$ cat src/rtl/fifo_array_skew_ctrl.sv
`default_nettype none
// ============================================================================
// Module   : fifo_array_skew_ctrl
// Purpose  : Read scheduler for the per-lane FIFO array feeding the systolic
//            PE grid. After start, each lane is drained of len words, and
//            lane i starts i cycles after lane 0 (diagonal skew). All lanes
//            stall together whenever any active lane is empty, so the
//            wavefront stays aligned.
// Ports    : clk          - single clock shared with the FIFO array
//            rst_n        - asynchronous active-low reset
//            start        - one-cycle drain request (ignored unless idle)
//            len          - words per lane, latched when start is accepted
//            abort        - stop the drain and clear the FIFO array
//            empty        - per-lane empty flags from the FIFO array
//            r_en         - per-lane read enables (combinational)
//            lane_valid   - FIFO dataOut of lane i is valid this cycle
//            clear        - one-cycle clear pulse to the FIFO array
//            busy         - high while draining or flushing
//            done         - one-cycle pulse when a drain completes
//            stall_cycles - (SKEW_STALL_COUNT_EN only) saturating count of
//                           stalled RUN cycles in the current/last drain
// Config   : define SKEW_STALL_COUNT_EN to add the stall_cycles counter.
// Revision : 1.0  initial release
// ============================================================================
module fifo_array_skew_ctrl #(
    parameter int ARRAY_SIZE = 9,
    parameter int LEN_W      = 8
) (
    input  logic                  clk,
    input  logic                  rst_n,
    input  logic                  start,
    input  logic [LEN_W-1:0]      len,
    input  logic                  abort,
    input  logic [ARRAY_SIZE-1:0] empty,
    output logic [ARRAY_SIZE-1:0] r_en,
    output logic [ARRAY_SIZE-1:0] lane_valid,
    output logic                  clear,
    output logic                  busy,
    output logic                  done
`ifdef SKEW_STALL_COUNT_EN
    ,
    output logic [15:0]           stall_cycles
`endif
);

    // Time index must hold len_q + ARRAY_SIZE - 1 without wrapping.
    localparam int c_T_W = LEN_W + $clog2(ARRAY_SIZE) + 1;

    localparam logic [1:0] c_IDLE  = 2'd0;
    localparam logic [1:0] c_RUN   = 2'd1;
    localparam logic [1:0] c_FLUSH = 2'd2;
    localparam logic [1:0] c_DONE  = 2'd3;

    logic [1:0]            r_state;
    logic [c_T_W-1:0]      r_t;
    logic [LEN_W-1:0]      r_len_q;
    logic [ARRAY_SIZE-1:0] r_lane_valid;
    logic                  r_clear;

    logic [c_T_W-1:0]      w_len_ext;
    logic [c_T_W-1:0]      w_last_t;
    logic [ARRAY_SIZE-1:0] w_active;
    logic                  w_in_run;
    logic                  w_stall;
    logic                  w_go;
    logic                  w_accept;

    assign w_len_ext = {{(c_T_W-LEN_W){1'b0}}, r_len_q};
    assign w_last_t  = w_len_ext + c_T_W'(ARRAY_SIZE) - c_T_W'(2);

    // Lane i is active on time steps [i, i+len_q).
    for (genvar i = 0; i < ARRAY_SIZE; i++) begin : g_lane
        localparam logic [c_T_W-1:0] c_IDX = c_T_W'(i);
        assign w_active[i] = (r_t >= c_IDX) && (r_t < (c_IDX + w_len_ext));
    end

    assign w_in_run = (r_state == c_RUN);
    assign w_stall  = w_in_run && |(w_active & empty);
    assign w_go     = w_in_run && !w_stall && !abort;
    assign w_accept = (r_state == c_IDLE) && start && (len != '0) && !abort;

    assign r_en       = {ARRAY_SIZE{w_go}} & w_active;
    // Gated so the data is marked invalid in the very cycle abort lands.
    assign lane_valid = abort ? '0 : r_lane_valid;
    assign clear      = r_clear;
    assign busy       = (r_state == c_RUN) || (r_state == c_FLUSH);
    assign done       = (r_state == c_DONE);

    always_ff @(posedge clk or negedge rst_n) begin
        if (!rst_n) begin
            r_state      <= c_IDLE;
            r_t          <= '0;
            r_len_q      <= '0;
            r_lane_valid <= '0;
            r_clear      <= 1'b0;
        end else begin
            r_clear      <= abort;
            r_lane_valid <= abort ? '0 : r_en;
            if (abort) begin
                r_state <= c_IDLE;
            end else begin
                case (r_state)
                    c_IDLE: begin
                        if (w_accept) begin
                            r_len_q <= len;
                            r_t     <= '0;
                            r_state <= c_RUN;
                        end
                    end
                    c_RUN: begin
                        if (!w_stall) begin
                            r_t <= r_t + c_T_W'(1);
                            if (r_t == w_last_t) begin
                                r_state <= c_FLUSH;
                            end
                        end
                    end
                    c_FLUSH: r_state <= c_DONE;
                    c_DONE:  r_state <= c_IDLE;
                    default: r_state <= c_IDLE;
                endcase
            end
        end
    end

`ifdef SKEW_STALL_COUNT_EN
    logic [15:0] r_stall_cnt;

    always_ff @(posedge clk or negedge rst_n) begin
        if (!rst_n) begin
            r_stall_cnt <= '0;
        end else if (w_accept) begin
            r_stall_cnt <= '0;
        end else if (w_stall && !abort && (r_stall_cnt != 16'hFFFF)) begin
            r_stall_cnt <= r_stall_cnt + 16'd1;
        end
    end

    assign stall_cycles = r_stall_cnt;
`endif

endmodule
`default_nettype wire
$ cat config.mk
export PLATFORM = sky130hd
export DESIGN_NAME = fifo_array_skew_ctrl
export DESIGN_NICKNAME = d
export VERILOG_FILES = /design/src/rtl/fifo_array_skew_ctrl.sv
export SDC_FILE = /design/constraint.sdc
export NUM_CORES = 1
export LEC_CHECK = 0
export ABC_AREA = 1
export CAP_MARGIN = 20
export CORE_AREA = 2 2 77 115
export CTS_CLUSTER_DIAMETER = 100
export DETAILED_ROUTE_END_ITERATION = 10
export DIE_AREA = 0 0 79 117
export PLACE_DENSITY = 0.81
export SKIP_LAST_GASP = 1
export SLEW_MARGIN = 15
export SYNTH_ARGS = -nofsm -noshare
export SYNTH_HDL_FRONTEND = slang
export SYNTH_SLANG_ARGS = --single-unit
$ cat constraint.sdc
create_clock -name clk -period 7.9 [get_ports clk]
set_input_delay 1.58 -clock clk [delete_from_list [all_inputs] [get_ports clk]]
set_output_delay 1.58 -clock clk [all_outputs]
set_load 0.01 [all_outputs]
==> results of run 1 <==
stage by stage:
step	cells	cell area, um2	hold WS, ps	setup WS (ps)	util (%)
global route	809	5080	587	1680	61.2
finish	809	5080	548	2020	61.2
detailed placement	801	4910	533	2390	59.1
floorplan	664	4430	490	3470	-
global placement	801	4910	518	2530	59.1
CTS	809	5080	548	2080	61.2
critical path: cells and delay by family (launching register included):
family          cells  cell delay (ps)
simple gates       10             2060
buf+inv             2              890
flops               1              550
fa+ha+maj           1              340
compound gates      1              170
layer usage:
metal | routed length [um] | global-route usage [%] | share of wire [%] | vias up
met1 | 4880 | 30.4 | 38 | 2078
met5 | 0 | 0 | 0 | -
met2 | 6460 | 52.1 | 50 | 128
met3 | 481 | 3.68 | 3.7 | 54
met4 | 1050 | 24.7 | 8.2 | 0
li1 | - | - | - | 2203
power by group through the flow:
stage | registers (mW) | clock network [mW] | logic (mW)
after CTS | 0.272 | 0.233 | 1.10
after detailed placement | 0.275 | 0 | 1.09
final | 0.274 | 0.232 | 1.11
after global routing | 0.280 | 0.241 | 1.25
after floorplan | 0.235 | 0 | 0.838
after global placement | 0.272 | 0 | 1.04
cell usage in the layout, fill, tap and decap left out, types with 7 or more instances in the layout:
master           synthesis  layout
a21oi_1                 47      47
o21ai_0                 14      14
o21ai_2                 13      13
clkdlybuf4s50_1          0      41
inv_1                   76      76
nand3_1                 38      38
ha_1                    86      86
nor2_1                 114     114
xor2_1                  24      24
nor3_1                   7       7
nand2_1                167     167
dfrtp_1                 33      33
registers in the layout, indices dropped and copies added (netlist names):
| name | cells |
|---|---|
| r_lane_valid | 9 |
| r_state | 2 |
| clear | 1 |
| r_len_q | 8 |
| r_t | 13 |
synthesized netlist by cell type (5+ instances only):
| cell | count |
|---|---|
| nor2_1 | 114 |
| nand3b_1 | 6 |
| nand2_1 | 167 |
| ha_1 | 86 |
| nand3_1 | 38 |
| inv_1 | 76 |
| nand4_1 | 6 |
| nor3_1 | 7 |
| clkbuf_1 | 5 |
| a21oi_1 | 47 |
| xor2_1 | 24 |
| o21ai_0 | 14 |
| o21ai_2 | 13 |
| dfrtp_1 | 33 |
kinds of logic after synthesis:
logic type / after synthesis
XOR/XNOR: 27
AO/OA/AOI/OAI: 77
AND/OR/NAND/NOR: 348
adder cells (fa/ha/maj): 86
multiplexers: 1
buffers and inverters: 92
flip-flops: 33
path summary, 6_finish.rpt:
check,slack [ps],startpoint,endpoint,cells after the start
setup / recovery,2020,r_len_q[6],r_en[0],14
setup reg to reg,4190,r_len_q[2],r_t[7],20
hold reg to reg,550,r_state[0],r_state[0],2
hold / removal,550,r_state[0],r_state[0],2
min in group asynchronous,1700,rst_n,r_state[1],2
max in group asynchronous,5870,rst_n,r_len_q[3],2
cell type report:
class	count	share of cell area [%]
Multi-Input combinational cell	539	63.5
Sequential cell	33	16.2
Timing Repair Buffer	42	8.22
Inverter	80	6.01
Clock buffer	7	2.81
Tap cell	107	2.63
Clock inverter	1	0.591
==> flow_summary.toml, run 1 <==
[layout]
nFillCells = 828
nets = 808
register_area_um2 = 826
drive_above_1_share_pct = 4.42
multi_input_area_um2 = 3230
diodes = 0
area_delta_synth_final_pct = 14.7

[worst_setup_path]
crit_path_end_kind = "output port"
critPathArrivalTime_ps = 4300
worst-setup-path-type = "flop to output port"
startpoint_type = "flop"
path_cells = "clkinv_1, nor3_1, nand2_1, ha_1, nand2_1, nor3_1, o21ai_0, nand2_1, nor2_1, nor2_1, nand3_2, nand3b_4, nor2_1, clkdlybuf4s50_1"
critPathMaxFanout = 18
cpPeakStageDelay_ps = 770
slowest_stage = "nor3_1"
required_ps = 6320

[sta]
hold_viol_final = 0
finalCriticalPeriod_ps = 5880
slew_headroom_pct = 42.8
rsz0062_at_grt = "false"
timing.fmax_ghz = 0.170
layout_worst_path_cycle_share_pct = 74.4
tns_ps = 0
clock_skew_ps = 4.54
final_max_slew_viol_count = 0
setup_viol = 0
tightest_slew_ps = 852

[synthesis]
synth.distinct_cells = 31
syn_avg_cell_area_um2 = 6.67
synth_xor_area_share_pct = 5.34
synth_flop_cell = "dfrtp_1"
syn_inst = 664
muxShareOfSynthArea_pct = 0.254
syn_nets = 771
synth_top_area_cell = "ha_1"
ys_ff_latch = 33
ys_top_cells_by_area = "ha_1 24%, dfrtp_1 19%, nand2_1 14%"
postSynth.asyncResetShare_pct = 100
synthSimpleGateAreaFrac_pct = 33.0
syn-cell-area_um2 = 4430
synth_fa_ha_area_share_pct = 24.3
yosysWarningCount = 0
synth_top_area_share_pct = 24.3
synth_compound_area_share_pct = 9.97
synth-edff-count = 0
ys_seq_area_share_pct = 18.6
synth_top_family_by_area = "simple AND/OR/NAND/NOR gates"

[route]
vias = 4463
via_per_inst = 5.52
routed_wl_mm = 12.9
firstDrtPassIters = 5
ant_nets = 0
drt_iter0_drc = 261
wl_per_cell_um = 15.9
drc_errors = 0

[run_status]
status = "completed"

[power]
comb_power_share_pct = 68.7
p_sw_mw = 0.865
ir_worst_vdd_v = 0.000194
clkPwrFrac_pct = 14.4
p_total_mw = 1.62
p_leak_nw = 2.70
p_int_mw = 0.753
switching_share_pct = 53.5
sequentialPowerShare_pct = 17.0
power_density_nw_per_um2 = 318

[clocking]
clk_pin_slew_ps = 60
insertion_delay_ps = 290
postCtsHoldBufs = 0
post-cts-setup-buffer-count = 0
htreeDepth = 2
cts_buffer_depth = 2
clock-sinks = 33
cts_made_buffers = 5
cts-root-buf = "clkbuf_16"
cts_tree = "built"
cts_resized = 0

[global_routing]
grt_antenna_before_repair = 0
grt_max_degree = 34
grt_usage_pct = 29.3
gr-total-overflow = 0
grt_pass1_vias = 4614
grt_pass1_wl_mm = 21.0

[floorplanning]
fp.dieArea_um2 = 9240
io_pins = 42
fp-row-count = 41
core_area_um2 = 8310
start_util_pct = 53.3
fp.dieW_um = 79
die_h_um = 117

[place]
hpwl_mm = 10.2
gp_congestion = 0.973
port_buffers = 41

[hold_path]
hold_class = "flop to flop"

[flow_run]
maxCapViolCount = 0
(Power assumes the default switching activity.)
==> inputs of run 2 (changes only) <==
- CORE_AREA: 2 2 77 115 -> 2 2 77 116
- DIE_AREA: 0 0 79 117 -> 0 0 79 118
- PLACE_DENSITY: 0.81 -> 0.84
- clock period: 7.9 -> 5 ns (I/O delays scaled with it)
==> run 2 against run 1 <==
Register-to-register slack got worse by 2600 ps. Sequential share of layout area decreased by 0.38 points. Die area increased by 0.85%. Critical endpoint is now r_en[1]. Worst hold slack got worse by 1.4 ps. Clock power increased by 58%. Core utilization increased by 2.0 points. Critical path type unchanged. Highest routed layer unchanged. Count of clock-buffer cells in the layout decreased by 2. Via count increased by 3.3%. Combinational power increased by 68%. Wire length increased by 2.7%.
==> flow_summary.toml, run 2 (synthesis results as in run 1) <==
[route]
firstDrtPassIters = 5
ant_nets = 0
vias = 4609
drt_iter0_drc = 426
via_per_inst = 5.58
drc_errors = 0
wl_per_cell_um = 16.0
routed_wl_mm = 13.2

[layout]
nets = 825
diodes = 0
register_area_um2 = 833
top_register = "r_t"
nFillCells = 748
final_common_cell = "nand2_1"
layout_common_cells = "167 x nand2_1, 111 x nor2_1, 84 x ha_1, 74 x inv_1, 47 x a21oi_1"
area_delta_synth_final_pct = 18.6
post-route-util_pct = 63.2
drive_above_1_share_pct = 9.04
largest_reg_flops = 13
multi_input_area_um2 = 3260
reg_top3 = "r_t (13), r_lane_valid (9), r_len_q (8)"
fin_cells = 826
stdcell_area_um2 = 5250

[worst_setup_path]
critical_path_buf_inv_count = 3
slowest_stage = "clkdlybuf4s50_1"
cp_top_family = "simple AND/OR/NAND/NOR gates"
path_cells = "clkinvlp_4, ha_1, inv_1, o21ai_0, nand3_1, xor2_1, ha_1, nand2_1, a21oi_1, nor3_1, nand3_1, nand2_1, nor2_1, nand3_2, nand3b_4, nor2_1, clkdlybuf4s50_1"
required_ps = 4000
worst-setup-path-type = "flop to output port"
cpPeakStageDelay_ps = 550
startpoint_type = "flop"
crit_path_end_kind = "output port"
critPathArrivalTime_ps = 3840
critPathMaxFanout = 9

[sta]
clock_skew_ps = 7.40
slew_headroom_pct = 48.4
tightest_slew_ps = 768
timing.fmax_ghz = 0.206
finalCriticalPeriod_ps = 4840
setup_viol = 0
final_max_slew_viol_count = 0
hold_viol_final = 0
tns_ps = 0
layout_worst_path_cycle_share_pct = 96.9

[power]
ir_worst_vdd_v = 0.000355
p_total_mw = 2.67
power_density_nw_per_um2 = 509
p_leak_nw = 2.76

[floorplanning]
fp.dieArea_um2 = 9320
io_pins = 42
fp.dieW_um = 79
start_util_pct = 53.3
die_h_um = 118
fp-row-count = 41
core_area_um2 = 8310

[place]
gp_congestion = 0.996
placed_cell_area_um2 = 4970
hpwl_mm = 10.3
port_buffers = 41
dpl.cell_count = 809

[clocking]
htreeDepth = 2
cts-root-buf = "clkbuf_16"
cts_made_buffers = 5
insertion_delay_ps = 290
clk_pin_slew_ps = 60
cts_tree = "built"
cts_buffer_depth = 2
clock-sinks = 33

[global_routing]
grt_pass1_vias = 4597
gr-total-overflow = 0
grt_pass1_wl_mm = 20.9
grt_antenna_before_repair = 0
grt_usage_pct = 28.5
grt_max_degree = 34

[hold_path]
hold_class = "flop to flop"

[run_status]
status = "completed"

[flow_run]
maxCapViolCount = 0
## run 2: cell count changes in the layout (fill, tap and decap cells not counted), moves of 3 or more
cell | before | now
buf_4 | 1 | 17
clkinvlp_4 | 0 | 3
dfrtp_1 | 33 | 27
dfrtp_2 | 0 | 6
nor2_1 | 114 | 111
nor2_2 | 1 | 4
## run 2: through the flow
stage	hold WS [ps]	worst slack [ps]
after floorplan	490	1150
after global placement	517	407
after detailed placement	539	234
after CTS	552	21.2
after global routing	581	-46.1
final	547	157
## run 2: worst min-delay path, stage by stage, from the launching register on
cell	delay, ps
dfrtp_1	400
nand2_1	70
nand2_1	50
## run 2: what timing repair did
item	in CTS	in global routing
endpoints found under the setup margin	9	9
hold buffers	0	0
resized for setup	1	17
gates cloned	0	1
setup buffers	0	8
## run 2: cell type report
class	instances	share of cell area (%)
inverters	80	5.96
clock inverters	3	0.881
multi-input cells	540	62.1
well taps	107	2.55
clock buffers	5	2.38
flip-flops and latches	33	15.9
repair buffers	58	10.2
## run 2: final timing paths
| path | cells past startpoint | slack, ps | end | startpoint |
|---|---|---|---|---|
| setup reg to reg | 16 | 1580 | r_t[12] | r_len_q[3] |
| max in group asynchronous | 2 | 3520 | r_len_q[2] | rst_n |
| hold / removal | 2 | 550 | r_state[1] | r_state[1] |
| setup / recovery | 17 | 160 | r_en[1] | r_len_q[2] |
| hold reg to reg | 2 | 550 | r_state[1] | r_state[1] |
| min in group asynchronous | 2 | 1120 | r_state[1] | rst_n |
## run 2: routing by layer
layer	routed length [um]	GRT usage [%]
met1	4830	29.4
met2	6710	50.8
met3	616	3.76
met4	1060	21.0
met5	0	0
## run 2: power by group
part	internal (mW)	leakage (nW)	total [mW]	switching [mW]
logic	0.705	2.26	1.87	1.16
clock network	0.236	0.0800	0.366	0.130
registers	0.319	0.426	0.439	0.120
total	1.26	2.76	2.67	1.41
==> inputs of run 3 (changes only) <==
- CTS_BUF_LIST: not set -> sky130_fd_sc_hd__clkbuf_8 sky130_fd_sc_hd__clkbuf_16
==> results of run 3 <==
Final layout, timing and power as in run 2 (identical DEF).
